<file path="config.mk">
export PLATFORM = sky130hd
export DESIGN_NAME = dma_wb_responder
export DESIGN_NICKNAME = d
export VERILOG_FILES = /design/src/rtl/dma_pkg.sv /design/src/rtl/dma_wb_timer.sv /design/src/rtl/dma_wb_responder.sv
export SDC_FILE = /design/constraint.sdc
export NUM_CORES = 1
export LEC_CHECK = 0
export BUFFER_PORTS_ARGS = -buffer_cell sky130_fd_sc_hd__clkbuf_2
export CORE_MARGIN = 5
export CORE_UTILIZATION = 49
export DETAILED_ROUTE_END_ITERATION = 10
export GPL_TIMING_DRIVEN = 0
export PLACE_DENSITY = 0.78
export SLEW_MARGIN = 20
export SYNTH_ARGS = -nofsm -noshare
export SYNTH_HDL_FRONTEND = slang
export SYNTH_HIERARCHICAL = 1
export SYNTH_SLANG_ARGS = --single-unit
export TNS_END_PERCENT = 100
</file>
<file path="constraint.sdc">
create_clock -name clk -period 5.43 [get_ports clk]
set_input_delay 0.543 -clock clk [delete_from_list [all_inputs] [get_ports clk]]
set_output_delay 0.543 -clock clk [all_outputs]
set_load 0.005 [all_outputs]
</file>
<file path="src/rtl/dma_pkg.sv">
// Shared types and constants for the DMA-to-Wishbone responder.
package dma_pkg;

    // Responder FSM encoding; the top maps these onto plain localparams.
    typedef enum logic [1:0] {
        ST_IDLE = 2'd0,
        ST_BUS  = 2'd1,
        ST_RESP = 2'd2
    } dma_state_e;

    // Read data returned with any failed transfer.
    localparam logic [31:0] DMA_ERR_DATA = 32'hDEAD_BEEF;

    // Full-word byte lanes; only single-word transfers exist.
    localparam logic [3:0]  WB_SEL_ALL   = 4'hF;

    // Word-aligned and inside the inclusive [lo, hi] byte window.
    function automatic logic addr_legal(input logic [31:0] addr,
                                        input logic [31:0] lo,
                                        input logic [31:0] hi);
        return (addr[1:0] == 2'b00) && (addr >= lo) && (addr <= hi);
    endfunction

endpackage

</file>
<file path="src/rtl/dma_wb_timer.sv">
// Bus-cycle watchdog: loaded with the timeout on BUS entry, counts down
// once per BUS cycle and flags the last permitted cycle.
module dma_wb_timer
    import dma_pkg::*;
#(
    parameter int unsigned TIMEOUT_CYCLES = 255
) (
    input  logic clk,
    input  logic reset,
    input  logic load,
    input  logic en,
    output logic expired
);

    // A zero timeout would give a zero-width counter; keep one bit instead.
    localparam int TW = (TIMEOUT_CYCLES > 0) ? $clog2(TIMEOUT_CYCLES + 1) : 1;

    logic [TW-1:0] count;

    // Down-counter: N in the first BUS cycle, 1 in the N-th.
    always_ff @(posedge clk) begin
        if (reset) begin
            count <= '0;
        end else if (load) begin
            count <= TW'(TIMEOUT_CYCLES);
        end else if (en && (count != '0)) begin
            count <= count - 1'b1;
        end
    end

    // Terminal count; never fires when the timeout is disabled.
    assign expired = (TIMEOUT_CYCLES != 0) && (count == TW'(1));

endmodule

</file>
<file path="src/rtl/dma_wb_responder.sv">
// Memory-side responder: turns single-word DMA requests into classic
// Wishbone cycles, with address-window/alignment checks and a bus timeout.
//
// state | meaning
// IDLE  | waiting for dma_req; latches and checks the request
// BUS   | Wishbone cycle in progress (cyc/stb high)
// RESP  | one-cycle dma_ack with outcome; counters update
module dma_wb_responder
    import dma_pkg::*;
#(
    parameter logic [31:0] ADDR_LO        = 32'h0000_0000,
    parameter logic [31:0] ADDR_HI        = 32'hFFFF_FFFC,
    parameter int unsigned TIMEOUT_CYCLES = 255
) (
    input  logic        clk,
    input  logic        reset,
    input  logic        dma_req,
    input  logic        dma_we,
    input  logic [31:0] dma_addr,
    input  logic [31:0] dma_wdata,
    output logic        dma_ack,
    output logic [31:0] dma_rdata,
    output logic        dma_err,
    output logic [31:0] wbm_adr_o,
    output logic [31:0] wbm_dat_o,
    input  logic [31:0] wbm_dat_i,
    output logic        wbm_we_o,
    output logic [3:0]  wbm_sel_o,
    output logic        wbm_cyc_o,
    output logic        wbm_stb_o,
    input  logic        wbm_ack_i,
    input  logic        wbm_err_i,
    input  logic        err_clr,
    output logic [31:0] xfer_count,
    output logic [15:0] err_count,
    output logic        err_sticky
);

    localparam logic [1:0] IDLE = ST_IDLE;
    localparam logic [1:0] BUS  = ST_BUS;
    localparam logic [1:0] RESP = ST_RESP;

    logic [1:0] state;
    logic [1:0] state_nxt;
    logic       we_q;
    logic       resp_err;
    logic       in_bus;
    logic       accept;
    logic       req_legal;
    logic       tmr_load;
    logic       tmr_expired;

    assign in_bus    = (state == BUS);
    assign accept    = (state == IDLE) && dma_req;
    assign req_legal = addr_legal(dma_addr, ADDR_LO, ADDR_HI);
    assign tmr_load  = accept && req_legal;

    dma_wb_timer #(
        .TIMEOUT_CYCLES (TIMEOUT_CYCLES)
    ) u_timer (
        .clk     (clk),
        .reset   (reset),
        .load    (tmr_load),
        .en      (in_bus),
        .expired (tmr_expired)
    );

    // Next-state: any bus response or the timer ends BUS; RESP lasts one cycle.
    always_comb begin
        state_nxt = state;
        case (state)
            IDLE: begin
                if (dma_req) begin
                    state_nxt = req_legal ? BUS : RESP;
                end
            end
            BUS: begin
                if (wbm_err_i || wbm_ack_i || tmr_expired) begin
                    state_nxt = RESP;
                end
            end
            RESP:    state_nxt = IDLE;
            default: state_nxt = IDLE;
        endcase
    end

    // State register; reset drops any transfer in flight without an ack.
    always_ff @(posedge clk) begin
        if (reset) begin
            state <= IDLE;
        end else begin
            state <= state_nxt;
        end
    end

    // Capture the request once at acceptance; the requester may change it afterwards.
    always_ff @(posedge clk) begin
        if (reset) begin
            wbm_adr_o <= '0;
            wbm_dat_o <= '0;
            we_q      <= 1'b0;
        end else if (accept) begin
            wbm_adr_o <= dma_addr;
            wbm_dat_o <= dma_wdata;
            we_q      <= dma_we;
        end
    end

    assign wbm_cyc_o = in_bus;
    assign wbm_stb_o = in_bus;
    assign wbm_we_o  = in_bus && we_q;
    assign wbm_sel_o = in_bus ? WB_SEL_ALL : 4'h0;

    // Outcome and read data; bus err beats ack, any bus response beats the timer.
    always_ff @(posedge clk) begin
        if (reset) begin
            resp_err  <= 1'b0;
            dma_rdata <= '0;
        end else if (accept && !req_legal) begin
            resp_err  <= 1'b1;
            dma_rdata <= DMA_ERR_DATA;
        end else if (in_bus) begin
            if (wbm_err_i) begin
                resp_err  <= 1'b1;
                dma_rdata <= DMA_ERR_DATA;
            end else if (wbm_ack_i) begin
                resp_err <= 1'b0;
                if (!we_q) begin
                    dma_rdata <= wbm_dat_i;
                end
            end else if (tmr_expired) begin
                resp_err  <= 1'b1;
                dma_rdata <= DMA_ERR_DATA;
            end
        end
    end

    assign dma_ack = (state == RESP);
    assign dma_err = dma_ack && resp_err;

    // Statistics; a failure in the same cycle as err_clr keeps the flag set.
    always_ff @(posedge clk) begin
        if (reset) begin
            xfer_count <= '0;
            err_count  <= '0;
            err_sticky <= 1'b0;
        end else begin
            if (dma_ack && !resp_err) begin
                xfer_count <= xfer_count + 32'd1;
            end
            if (dma_ack && resp_err && (err_count != 16'hFFFF)) begin
                err_count <= err_count + 16'd1;
            end
            if (dma_ack && resp_err) begin
                err_sticky <= 1'b1;
            end else if (err_clr) begin
                err_sticky <= 1'b0;
            end
        end
    end

endmodule

</file>
==> qor.txt, run 1 <==
status = finished clean
Detailed Route Iter0 Violations = 478
Setup violations, final = 0
Routed Antenna Nets = 0
peak supply drop = 0.268 mV
TNS Setup = 0 ns
Netlist cell types = 57
Leak = 0.00365 µW
DP Worst Slack = 2.45 ns
number of top-level pins = 257
clk_skew = 0.0113 ns
cts hold-fix bufs = 0
CP Class = reg2reg
vias in the first global route = 6198
Final period util = 56.5%
share of layout cells above drive strength 1 = 28.9%
r2r startpoint = u_timer/count[3]
Max Clk Rate = 0.326 GHz
clock slew at reported path FFs = 0.06 ns
total CTS buffers = 17
Die X = 126 µm
Cells after Synth = 804
final worst slack = 2.36 ns
most frequent cells after synthesis = 185 x nand2_1, 157 x dfxtp_1, 107 x a21oi_1
Yosys reg bits = 157
Area Overhead vs Synth = 31.7%
Nets = 1187
Detailed Route WL = 19800 µm
Cell Area, Synth = 0.00665 mm²
sequential share of the synthesized area = 47.3%
vias per std cell = 5.36
total power = 2740 µW
Worst Tran Pin Value = 0.810 ns
Worst-Skew Late Latency = 0.42 ns
Critical Path Source = u_timer/count[3]
Max Slew Vio Count = 0
CORE AREA = 0.0133 mm²
crit path DAT = 3.35 ns
crit path time final = 3.07 ns
post-CTS setup buffers = 0
PostCTS Resize Cnt = 0
TritonCTS Sinks = 157
Main synth FF type = dfxtp_1
pin count of the biggest net entering global routing = 19
Worst Path Max Fanout = 10
clk buf depth = 2
Synth async-reset ratio = 0%
RePlAce Congestion = 0.836
Syn Nets = 912
grt ovf = 0
htree depth = 4
RSZ-0062 raised after global routing = false
largest cells by area after synthesis = dfxtp_1 47%, nand2_1 10%, a21oi_1 8.1%
Slew HR = 46.0%
global-route wire length before repair = 31200 µm
initial antenna violation count = 0
GRT Util Overall = 23.8%
die area = 0.0160 mm²
pwr/cell area = 312 mW/mm²
post-DP HPWL = 14800 µm
most frequent cell after synthesis = nand2_1
IO Port Bufs = 256
CP Launch Type = register
Ant. Diodes = 0
final hold violations = 0
num rows = 42
crit end category = register
HP Start = dma_wdata[12]
CTS root buf = clkbuf_16
Die Height = 126 µm
synthesized area per cell = 8.27 µm²
1st-pass router iterations = 5
synth warn = 6
Routed wire per std cell = 15.6 µm
CTS tree = built
EDFF count, synth = 0
hold crit path type = in2reg
largest area contributor in the netlist = dfxtp_1
vias = 6797
max-cap viol count = 0
Synth top area share = 47.3%
DRC Markers = 0
Worst Path Required = 5.71 ns
effective utilization at floorplan = 50.0%
-- stage by stage --
stage,cell area [µm²],std cells,util (%),hold WS (ns)
final,8760,1268,65.9,0.338
after global routing,8760,1268,65.9,0.317
after CTS,8760,1268,65.9,0.322
after detailed placement,8150,1236,61.3,0.446
after global placement,8150,1236,61.3,0.441
after floorplan,6650,804,-,0.445
-- metal layers --
layer / up-vias / wire [µm] / GRT usage, %
met4: 0 / 289 / 6.12
li1: 3377 / - / -
met3: 19 / 1960 / 10.2
met1: 3150 / 7960 / 28.5
met2: 251 / 9610 / 39.4
met5: - / 0 / 0
-- cells in the final DEF (no fill, tap or decap), types with 7 or more instances in the layout --
cell         n
nor3_1       7
xnor2_1     11
or4_1       16
buf_1       15
o31ai_1     16
a21oi_1    107
o211ai_1    22
clkbuf_16   17
dfxtp_1    157
inv_1       18
nand2_1    185
mux2_2       9
clkbuf_2   256
nor4_1      13
a31oi_1     22
nor2_1      29
nor2b_1     16
nand3_1     25
nand4_1     10
clkbuf_1    34
-- power by group --
part / internal (µW) / switching, µW
registers: 1210 / 34.0
logic: 115 / 158
clock network: 736 / 486
total: 2060 / 678
-- flip-flops by register name, indices dropped and copies added (netlist names) --
name / flops
dma_rdata: 32
err_count: 16
err_sticky: 1
resp_err: 1
state: 2
u_timer/count: 8
wbm_adr_o: 32
wbm_dat_o: 32
we_q: 1
xfer_count: 32
-- cell families after synthesis --
family	after synthesis	synth area share, %
AND/OR/NAND/NOR	342	25.0
multiplexers	18	2.96
XOR/XNOR	16	2.11
adder cells (fa/ha/maj)	5	0.941
AO/OA/AOI/OAI	190	17.0
flip-flops	157	47.3
buffers and inverters	76	4.71
-- area by class of cell --
type / count / area, µm²
Buffer: 56 / 238
Clock buffer: 18 / 439
Clock inverter: 14 / 169
Fill cell: 1166 / 4540
Inverter: 20 / 75.1
Multi-Input combinational cell: 571 / 3190
Sequential cell: 157 / 3140
Tap cell: 176 / 220
Timing Repair Buffer: 256 / 1280
-- path summary, 6_finish.rpt --
kind	end	cells past startpoint	slack, ns
setup reg to reg	dma_rdata[30]	8	2.36
hold / removal	wbm_dat_o[12]	3	0.34
hold reg to reg	wbm_dat_o[6]	2	0.45
setup / recovery	dma_rdata[30]	8	2.36
-- worst max-delay path, stage by stage (launching register included) --
cell	delay, ns
dfxtp_1	0.35
or4_4	0.57
nor4b_1	0.56
nor2b_1	0.29
o31a_1	0.15
clkbuf_1	0.21
clkbuf_1	0.46
mux2i_1	0.25
a21oi_1	0.09
(Power assumes the default switching activity.)
==> inputs of run 2 (changes only) <==
--- a/config.mk
+++ b/config.mk
@@ -7,10 +7,10 @@
 export LEC_CHECK = 0
 export BUFFER_PORTS_ARGS = -buffer_cell sky130_fd_sc_hd__clkbuf_2
 export CORE_MARGIN = 5
-export CORE_UTILIZATION = 49
+export CORE_UTILIZATION = 44
 export DETAILED_ROUTE_END_ITERATION = 10
 export GPL_TIMING_DRIVEN = 0
-export PLACE_DENSITY = 0.78
+export PLACE_DENSITY = 0.74
 export SLEW_MARGIN = 20
 export SYNTH_ARGS = -nofsm -noshare
 export SYNTH_HDL_FRONTEND = slang
==> constraint.sdc (replaced) <==
create_clock -name clk -period 2.7 [get_ports clk]
set_input_delay 0.27 -clock clk [delete_from_list [all_inputs] [get_ports clk]]
set_output_delay 0.27 -clock clk [all_outputs]
set_load 0.005 [all_outputs]
==> run 2 against run 1 <==
Against the previous run:
- first-iteration DRC count fell by 29%
- worst hold slack got worse by 0.27 ns
- power rose by 100%
- combinational power rose by 100%
- fmax rose by 23%
- core utilization fell by 7.4 points
- worst setup slack got worse by 2.2 ns
- clock power rose by 110%
- critical endpoint is now dma_rdata[21]
- highest routed layer unchanged
==> qor.txt, run 2 (synthesis results as in run 1) <==
status = finished clean
hold_ws = 0.0635 ns (-0.274 ns)
crit-path max cell delay = 0.58 ns (about the same)
pwr/cell area = 634 mW/mm² (+100%)
peak supply drop = 0.432 mV (+61%)
total power = 5570 µW (+100%)
Nets = 1187 (unchanged)
CP Cell Sequence = or4_4 -> nor4b_2 -> nor2b_2 -> o31a_1 -> clkbuf_2 -> o211ai_1 -> a31oi_1
htree depth = 4 (unchanged)
Die X = 133 µm (+5.1%)
hold crit path type = in2reg
share of layout cells above drive strength 1 = 29.0% (about the same)
DRC Markers = 0 (unchanged)
commonest non-fill, non-tap cell in the layout = clkbuf_2
num rows = 45 (+7.1%)
post-DP HPWL = 15200 µm (+3.2%)
post-route design area = 0.00879 mm² (+0.41%)
effective utilization at floorplan = 44.2% (-5.8 points)
Slew HR = 41.9% (-4.1 points)
CTS root buf = clkbuf_16
initial antenna violation count = 0 (unchanged)
most frequent cells in the layout = 259 x clkbuf_2, 185 x nand2_1, 157 x dfxtp_1
placed cell area = 0.00816 mm² (+0.18%)
vias = 6778 (-0.28%)
Worst Path Required = 3.04 ns (-2.67 ns)
total CTS buffers = 17 (unchanged)
RSZ-0062 raised after global routing = false
CP Class = reg2reg
Final period util = 92.6% (+36 points)
clk_skew = 0.0126 ns (+0.00131 ns)
most used routing layer = met2
crit path DAT = 2.84 ns (-0.51 ns)
Leak = 0.00367 µW (+0.53%)
vias in the first global route = 6327 (+2.1%)
Worst Path Max Fanout = 10 (unchanged)
Detailed Route WL = 20200 µm (+2.0%)
crit path time final = 2.50 ns (-0.567 ns)
Setup violations, final = 0 (unchanged)
pin count of the biggest net entering global routing = 19 (unchanged)
RePlAce Congestion = 0.832 (-0.44%)
Final Util = 58.5% (-7.4 points)
die area = 0.0177 mm² (+10%)
TNS Setup = 0 ns (unchanged)
Area Overhead vs Synth = 32.3%
GRT Util Overall = 22.3% (-1.5 points)
max-cap viol count = 0 (unchanged)
M1 GR Usage = 27.5% (-0.98 points)
Max Clk Rate = 0.400 GHz (+23%)
Routed wire per std cell = 15.8 µm (+1.1%)
Die Height = 133 µm (+5.1%)
crit end category = register
Ant. Diodes = 0 (unchanged)
clk buf depth = 2 (unchanged)
1st-pass router iterations = 5 (unchanged)
M3 GR Usage = 8.10% (-2.1 points)
grt ovf = 0 (unchanged)
final hold violations = 0 (unchanged)
Worst-Skew Late Latency = 0.42 ns (about the same)
Max Slew Vio Count = 0 (unchanged)
grt met2 use = 36.5% (-3.0 points)
clock slew at reported path FFs = 0.06 ns (about the same)
slowest library cell on the worst path = or4_4
Routed Antenna Nets = 0 (unchanged)
number of top-level pins = 257 (unchanged)
CP Launch Type = register
Worst Tran Pin Value = 0.870 ns (+0.0598 ns)
global-route wire length before repair = 32100 µm (+2.9%)
IO Port Bufs = 256 (unchanged)
CTS tree = built
Detailed Route Iter0 Violations = 338 (-29%)
TritonCTS Sinks = 157 (unchanged)
CORE AREA = 0.0150 mm² (+13%)
vias per std cell = 5.30 (-1.1%)
## run 2: cell count changes in the layout (fill, tap and decap cells not counted), sizes merged
cell      delta
buf          +1
bufinv       +1
clkbuf       +6
clkinv       -6
clkinvlp     -2
inv          -1
## run 2: metal layers
metal / wire, µm / up-vias
li1: - / 3382
met1: 8330 / 3119
met2: 9740 / 255
met3: 1800 / 22
met4: 341 / 0
met5: 0 / -
## run 2: timing repair
action,CTS,global route
hold buffers,0,0
setup endpoints to repair,30,32
hold endpoints to repair,0,0
setup buffers,0,1
pin swaps,0,1
resized for setup,4,6
## run 2: final timing paths
check                                     end             start  depth (start not counted)  slack (ns)
worst max-delay path            dma_rdata[21]  u_timer/count[3]                          7        0.20
worst min-delay path            wbm_dat_o[13]     dma_wdata[13]                          3        0.06
worst max register to register  dma_rdata[21]  u_timer/count[3]                          7        0.20
worst min register to register  wbm_dat_o[24]     wbm_dat_o[24]                          2        0.45
## run 2: per-stage QoR
| stage | setup slack [ns] | cells |
|---|---|---|
| after global placement | -0.214 | 1248 |
| after CTS | 0.0136 | 1279 |
| after floorplan | 0.161 | 804 |
| final | 0.199 | 1279 |
| after global routing | 0.0402 | 1279 |
| after detailed placement | -0.275 | 1248 |
## run 2: where the power goes
group | total, µW | switching [µW] | internal, µW
logic | 556 | 323 | 233
clock network | 2520 | 921 | 1590
registers | 2500 | 72.9 | 2430
total | 5570 | 1320 | 4260
## run 2: worst max-delay path: cells and delay by family (launching register included)
family	cells	cell delay, ns
buffers and inverters	1	0.27
DFF	1	0.36
AOI/OAI and AO/OA	3	0.63
and+or+nand+nor	3	1.17
## run 2: cell type report
| cell class | count | area (µm²) |
|---|---|---|
| fill | 1415 | 6240 |
| multi-input combinational | 571 | 3200 |
| sequential | 157 | 3140 |
| timing repair buffer | 257 | 1290 |
| clock buffer | 25 | 475 |
| buffer | 55 | 241 |
| tap | 188 | 235 |
| clock inverter | 6 | 134 |
| inverter | 20 | 75.1 |
